===== config.mk =====
export PLATFORM = sky130hd
export DESIGN_NAME = bit_stream_sequencer
export DESIGN_NICKNAME = d
export VERILOG_FILES = /design/src/rtl/bss_pkg.sv /design/src/rtl/toggle_mealy_core.sv /design/src/rtl/bit_stream_sequencer.sv
export SDC_FILE = /design/constraint.sdc
export NUM_CORES = 1
export LEC_CHECK = 0
export BUFFER_PORTS_ARGS = -buffer_cell sky130_fd_sc_hd__buf_2
export CORE_MARGIN = 2
export CORE_UTILIZATION = 35
export DETAILED_ROUTE_END_ITERATION = 6
export HOLD_SLACK_MARGIN = 0.15
export PLACE_DENSITY = 0.66
export RECOVER_POWER = 25
export SLEW_MARGIN = 30
export SYNTH_ARGS = -nofsm -noshare
export SYNTH_HDL_FRONTEND = slang
export SYNTH_HIERARCHICAL = 1
export SYNTH_SLANG_ARGS = --single-unit

===== constraint.sdc =====
create_clock -name clk -period 3.61 [get_ports clk]
set_input_delay 0.722 -clock clk [delete_from_list [all_inputs] [get_ports clk]]
set_output_delay 0.722 -clock clk [all_outputs]
set_load 0.1 [all_outputs]

===== src/rtl/bss_pkg.sv =====
// Shared encodings for the bit-stream sequencer: controller states, toggle-core
// states and the default word width.
package bss_pkg;

  localparam int DEFAULT_WIDTH = 8;

  typedef enum logic [1:0] {
    IDLE  = 2'd0,
    SHIFT = 2'd1,
    DONE  = 2'd2
  } ctrl_state_e;

  typedef enum logic {
    CORE_A = 1'b0,
    CORE_B = 1'b1
  } core_state_e;

endpackage


===== src/rtl/toggle_mealy_core.sv =====
// Two-state Mealy toggle core: a 1 on d emits x=1 from A and x=0 from B,
// flipping state each time; d=0 holds state with x=0.
module toggle_mealy_core
  import bss_pkg::*;
(
  input  logic clk,
  input  logic reset,
  input  logic clr,
  input  logic d,
  output logic x,
  output logic state
);

  core_state_e state_q;

  // NOTE: sequential state uses non-blocking assignments so every flop samples
  // pre-edge values; blocking here would create order-dependent simulation.
  always_ff @(posedge clk or posedge reset) begin
    if (reset) begin
      state_q <= CORE_A;
    end else if (clr) begin
      state_q <= CORE_A;
    end else if (d) begin
      state_q <= (state_q == CORE_A) ? CORE_B : CORE_A;
    end
  end

  // Mealy output: depends on the current input as well as the state.
  assign x     = d & (state_q == CORE_A);
  assign state = state_q;

endmodule


===== src/rtl/bit_stream_sequencer.sv =====
// Streams a captured word LSB first through the toggle core, collecting the
// per-bit x outputs and their population count into a ready/valid result.
module bit_stream_sequencer
  import bss_pkg::*;
#(
  parameter int WIDTH = DEFAULT_WIDTH
) (
  input  logic             clk,
  input  logic             reset,
  input  logic             in_valid,
  output logic             in_ready,
  input  logic [WIDTH-1:0] in_data,
  input  logic [3:0]       in_len,
  input  logic             in_clr,
  output logic             out_valid,
  input  logic             out_ready,
  output logic [WIDTH-1:0] out_data,
  output logic [3:0]       out_ones,
  output logic             core_state
);

  localparam int IDX_W = (WIDTH > 1) ? $clog2(WIDTH) : 1;

  ctrl_state_e      ctrl;
  logic [WIDTH-1:0] data_q;
  logic [IDX_W-1:0] idx;
  logic [IDX_W-1:0] last_idx;
  logic             accept;
  logic             d;
  logic             x;

  // Index of the final bit to stream: 0 and anything beyond WIDTH mean WIDTH.
  function automatic logic [IDX_W-1:0] last_index(input logic [3:0] len);
    int n;
    n = int'(len);
    if (n == 0 || n > WIDTH) n = WIDTH;
    return IDX_W'(n - 1);
  endfunction

  assign in_ready = (ctrl == IDLE) & ~reset;
  assign accept   = in_valid & in_ready;
  assign d        = (ctrl == SHIFT) ? data_q[idx] : 1'b0;

  toggle_mealy_core u_core (
    .clk   (clk),
    .reset (reset),
    .clr   (accept & in_clr),
    .d     (d),
    .x     (x),
    .state (core_state)
  );

  always_ff @(posedge clk or posedge reset) begin
    if (reset) begin
      ctrl      <= IDLE;
      data_q    <= '0;
      idx       <= '0;
      last_idx  <= '0;
      out_data  <= '0;
      out_ones  <= '0;
      out_valid <= 1'b0;
    end else begin
      unique case (ctrl)
        IDLE: begin
          if (in_valid) begin
            data_q   <= in_data;
            last_idx <= last_index(in_len);
            idx      <= '0;
            out_data <= '0;
            out_ones <= '0;
            ctrl     <= SHIFT;
          end
        end
        SHIFT: begin
          out_data[idx] <= x;
          out_ones      <= out_ones + 4'(x);
          if (idx == last_idx) begin
            ctrl      <= DONE;
            out_valid <= 1'b1;
          end else begin
            idx <= idx + 1'b1;
          end
        end
        DONE: begin
          // Result stays frozen until the consumer takes it; in_ready is low
          // here, so a handshake cycle can never also accept a word.
          if (out_ready) begin
            ctrl      <= IDLE;
            out_valid <= 1'b0;
          end
        end
        default: ctrl <= IDLE;
      endcase
    end
  end

endmodule


# After elaboration in Yosys (flattened, before gate mapping)
# Index checks and enable logic that the tools add are counted.
word_totals:
  regBits: 30
  inputBits: 17
  out_inout_bits: 15
  word_cells: 65
classes:
  addsub: 3
  magnitude_cmp: 3
  eq_ne: 7
  mux: 26
  bitwise_logic: 6
  reduce_logical: 12
op_table:
  columns: ["cell", "n"]
  rows:
  - ["$pmux W8 S2", 1]
  - ["$mux W3", 5]
  - ["$reduce_and A3 Y1", 3]
  - ["$bwmux W8", 1]
  - ["$mux W1", 8]
  - ["$mux W8", 1]
  - ["$pmux W4 S2", 1]
  - ["$mux W2", 3]
  - ["$ne A2 B2 Y1 const B", 3]
  - ["$pmux W2 S3", 1]
  - ["$pmux W3 S2", 1]
  - ["$reduce_bool A2 Y1", 3]
  - ["$add A4 B1 Y4", 1]
  - ["$and A1 B1 Y1", 4]
  - ["$gt A4 B4 Y1 const B", 1]
  - ["$logic_not A4 Y1", 1]
  - ["$lt A3 B4 Y1 const B", 1]
  - ["$mux W4", 1]
  - ["$reduce_and A2 Y1", 2]
  - ["$add A3 B1 Y3 const B", 1]
  - ["$bmux W1 S3", 1]
  - ["$demux W1 S3", 1]
  - ["$eq A3 B3 Y1", 1]
  - ["$ge A3 B1 Y1 const B", 1]
  - ["other kinds (9)", 10]

# Logic depth before layout (Yosys ltp)
logic_depth:
  ltp_word: 6
  depth_mapped: 10

# Hierarchy
# Netlist, hierarchy kept.
by_module_without_submodules:
  columns: ["mod", "instances", "cells_per_inst", "area_per_inst_um2", "seq_area_each_um2"]
  rows:
  - ["bit_stream_sequencer", 1, 131, 1472.7, 725.7]
  - ["toggle_mealy_core", 1, 5, 50.0, 25.0]

# Worst setup path before layout
# OpenSTA, ideal clock, no wires.
synth_path:
  kind: "input port to output port"
  from: "input port reset"
  to: "output port in_ready"
  arrival_time_ns: 2.749
  required_ns: 2.888
  slack_ns: 0.139
  path_stages: 1
  path_buffers: 0
  cell_sequence: "nor3_1"
synth_via:
  elab_chain_len: 2
synth_lines:
  columns: ["item", "line_no", "source"]
  rows:
  - ["start, declared", "bit_stream_sequencer.sv:9", "input logic reset,"]
  - ["$not A1 Y1", "bit_stream_sequencer.sv:40", "assign in_ready = (ctrl == IDLE) & ~reset;"]
  - ["$and A1 B1 Y1", "bit_stream_sequencer.sv:40", null]
  - ["end, declared", "bit_stream_sequencer.sv:11", "output logic in_ready,"]
# No other way between the ends.

# Worst setup path after layout
layout_path:
  from: "register idx[0]"
  to: "register out_ones[2]"
layout_via:
  elab_chain_len: 6
layout_lines:
  columns: ["item", "line_no", "source"]
  rows:
  - ["start, declared", "bit_stream_sequencer.sv:26", "logic [IDX_W-1:0] idx;"]
  - ["start signal, assigned", "bit_stream_sequencer.sv:81", "idx <= idx + 1'b1;"]
  - ["$bmux W1 S3", "bit_stream_sequencer.sv:42", "assign d = (ctrl == SHIFT) ? data_q[idx] : 1'b0;"]
  - ["$mux W1 (not written as such)", "bit_stream_sequencer.sv:42", null]
  - ["$mux W1", "bit_stream_sequencer.sv:42", null]
  - ["net d", "bit_stream_sequencer.sv:29", "logic d;"]
  - ["$and A1 B1 Y1", "toggle_mealy_core.sv:29", "assign x = d & (state_q == CORE_A);"]
  - ["net x", "bit_stream_sequencer.sv:30", "logic x;"]
  - ["$add A4 B1 Y4", "bit_stream_sequencer.sv:76", "out_ones <= out_ones + 4'(x);"]
  - ["$pmux W4 S2", "bit_stream_sequencer.sv:63", "unique case (ctrl)"]
  - ["end signal, assigned", "bit_stream_sequencer.sv:76", null]
  - ["end, declared", "bit_stream_sequencer.sv:18", "output logic [3:0] out_ones,"]
# The timed path passes the listed nets, and every way through them passes these cells. The select of a mux whose other input is x is not followed.
# A chain may end at the register's enable or synchronous reset.

==> run summary <==
Max Buffers Root-to-Sink = 2
Die Ht = 70.0 um
Clock skew = 0.00456 ns
Row count = 23
PwrDens = 1000 mW/mm2
MaxCap Viol Count = 0
WL per Instance = 13.1 um
Gr ovfl total = 0
R2R Path End = out_ones[2]$_DFFE_PP0P_
Worst r2r path cells = 9
Gate Count Post-Synth = 136
TritonRoute pass-1 iters = 4
WP data required = 3.78 ns
Routed WL = 2.84 mm
Arr. time, crit path = 2.55 ns
H-tree depth = 2
Fmax = 422 MHz
YS warnings = 6
Vias/cell = 5.14
Avg Cell Area, Syn = 11.2 um2
Setup TNS = 0 ns
CTS root buf = clkbuf_8
Skew-Pair Late Insertion Delay = 0.28 ns
CTS tree = yes
GPL Wtd Cong = 0.851
Hold crit path type = input port to asynchronous set/reset pin
Mux cell area share after synthesis = 14.7%
Slew @ Worst Pin = 1.06 ns
Io pins = 32
Area growth, synth to finish = 17.9%
Register area share after synthesis = 49.3%
Vias in the first global route = 1,115
Mapped Nets = 157
Largest net degree at the start of global routing = 31
Status = completed
Fin. Hold Viols = 0
Total Routing Usage GR = 12.3%
Placed inst area = 0.00169 mm2
Static leakage = 0.894 nW
Core Area = 0.00409 mm2
Main combinational cell family by area after synthesis = simple AND/OR/NAND/NOR gates
Die ar. = 0.00489 mm2
Initial Util = 37.3%
Share of cells above drive strength 1 = 31.3%
Adder and majority gate portion of the synthesized area = 3.29%
Filler cells = 417
Post-synthesis compound-gate area fraction = 8.55%
Top cell type's share of synthesized area = 49.3%
Post-DRT Antenna Nets = 0
Max VDD drop = 0.392 mV
Final Max Slew Viols = 0
Die width = 70.0 um
Top cells by area, synth = dfrtp_1 49%, mux2_2 8.1%, mux2i_1 6.6%, nand2_1 3.9%, ha_1 3.3%
Post-synth top area cell = dfrtp_1
ANT cells = 0
Yosys reg bits = 30
Cell Area, Synth = 0.00152 mm2
Worst-path clk slew = 0.06 ns
Net count, final = 186
Crit-path max FO = 18
Clock sinks = 30
DRC Markers = 0
Post-DP HPWL = 2.12 mm
CTS resizes = 0
PortBufs = 31
Post-CTS setup buffer count = 0
Cell area after layout = 0.00180 mm2
Cts hold-fix bufs = 0
Synth Area in XOR/XNOR = 4.03%
CP endpoint kind = register
Final min period = 2.37 ns
Yosys cell types = 36
Global-route wire length before repair = 4.91 mm
First DRT Iteration DRCs = 28
Antenna violations before repair = 0
# setup viols final = 0
Design Power = 1.80 mW
Slack of the worst reg-to-reg path = 1.24 ns
Via count of the routed design = 1,110
Unrepaired setup endpoints after global routing = false
R2R Path Start = idx[0]$_DFFE_PP0P_
Tightest slew margin relative to the limit = 29.3%
CTS Buf Count = 5
Simple-gate portion of the synthesized area = 15.4%
CP Class = register to register
Critical path startpoint category = register
Final period utilization = 65.7%
-- critical path, stage by stage, from the launching register on --
cell and delay (ns):
dfrtp_1 0.69, mux2_2 0.40, a32oi_1 0.15, a21oi_1 0.11
and2b_2 0.23, ha_1 0.20, ha_1 0.18, nand3b_1 0.09
xnor2_1 0.06, and2_1 0.15
-- synth_stat cells, drive strengths merged --
library cell  count
nor3b             2
o22a              1
ha                4
clkbuf            4
a32oi             1
nor3              2
nor2              2
mux2i            10
o32a              1
a21oi             1
mux2             11
nand2b            4
and2b             1
nand3b            1
nand4b            1
nand4             2
a311o             1
o311a             1
dfrtp            30
o21ai             3
buf               5
nor4              3
a21o              1
or3b              1
xnor2             3
o31ai             1
a21boi            1
xor2              4
nor2b             3
inv               5
nand2            16
o41ai             2
o311ai            2
and2              1
nand3             5
-- power by group --
part	switching, mW	leakage (nW)	total (mW)	internal (mW)
Clock	0.122	0.0579	0.324	0.203
Sequential	0.137	0.381	0.603	0.466
Combinational	0.607	0.455	0.876	0.270
-- cells in the final DEF (no fill, tap or decap), drive strengths merged, types with 3 or more instances in the layout --
master  netlist  final
dfrtp        30     30
buf           5     30
nand2        16     16
mux2         11     11
mux2i        10     10
clkbuf        4      6
inv           5      5
nand3         5      5
nand2b        4      4
xor2          4      4
ha            4      4
xnor2         3      3
nor4          3      3
nor2b         3      3
o21ai         3      3
-- registers in the layout, summed over array words and instances (netlist names) --
signal	cells
ctrl	2
data_q	8
idx	3
last_idx	3
out_data	8
out_ones	4
out_valid	1
u_core/state	1
-- layer usage --
layer  vias to the layer above  wire [um]  global-route usage (%)
met5                         -          0                       0
met4                         0         35                    3.21
met3                         5        134                    3.90
met2                        24       1440                    21.8
met1                       539       1230                    14.3
li1                        542          -                       -
-- how the worst max path moves through the flow --
| stage | end | startpoint | slack, ns | cells past startpoint |
|---|---|---|---|---|
| global route | out_ones[2]$_DFFE_PP0P_ | idx[0]$_DFFE_PP0P_ | 1.12 | 9 |
| finish | out_ones[2]$_DFFE_PP0P_ | idx[0]$_DFFE_PP0P_ | 1.24 | 9 |
| global placement | out_ones[2]$_DFFE_PP0P_ | idx[0]$_DFFE_PP0P_ | 1.33 | 9 |
| detailed placement | out_ones[2]$_DFFE_PP0P_ | idx[0]$_DFFE_PP0P_ | 1.27 | 9 |
| CTS | out_ones[2]$_DFFE_PP0P_ | idx[0]$_DFFE_PP0P_ | 1.25 | 9 |
| floorplan | in_ready | reset | 0.14 | 1 |
-- cell type report --
cell class | instances | area (um2) | area share [%]
clock buffer | 5 | 68.8 | 3.83
sequential | 30 | 751 | 41.8
inverter | 5 | 18.8 | 1.05
clock inverter | 3 | 40.0 | 2.23
tap | 50 | 62.6 | 3.48
timing repair buffer | 31 | 154 | 8.57
multi-input combinational | 92 | 701 | 39.0
-- kinds of logic after synthesis --
logic type	count (synthesis)
AND/OR/NAND/NOR	44
buffers and inverters	14
flip-flops	30
multiplexers	21
XOR/XNOR	7
AO/OA/AOI/OAI	16
adder cells (fa/ha/maj)	4
-- per-stage QoR --
step	instances	worst slack, ns	hold WS [ns]	util, %
2_1_floorplan	136	0.139	0.451	-
3_3_place_gp	208	1.33	0.489	41.3
3_5_place_dp	208	1.27	0.499	41.3
4_1_cts	216	1.25	0.297	44.0
5_1_grt	216	1.12	0.305	43.9
6_report	216	1.24	0.299	43.9
(Power assumes the default switching activity.)
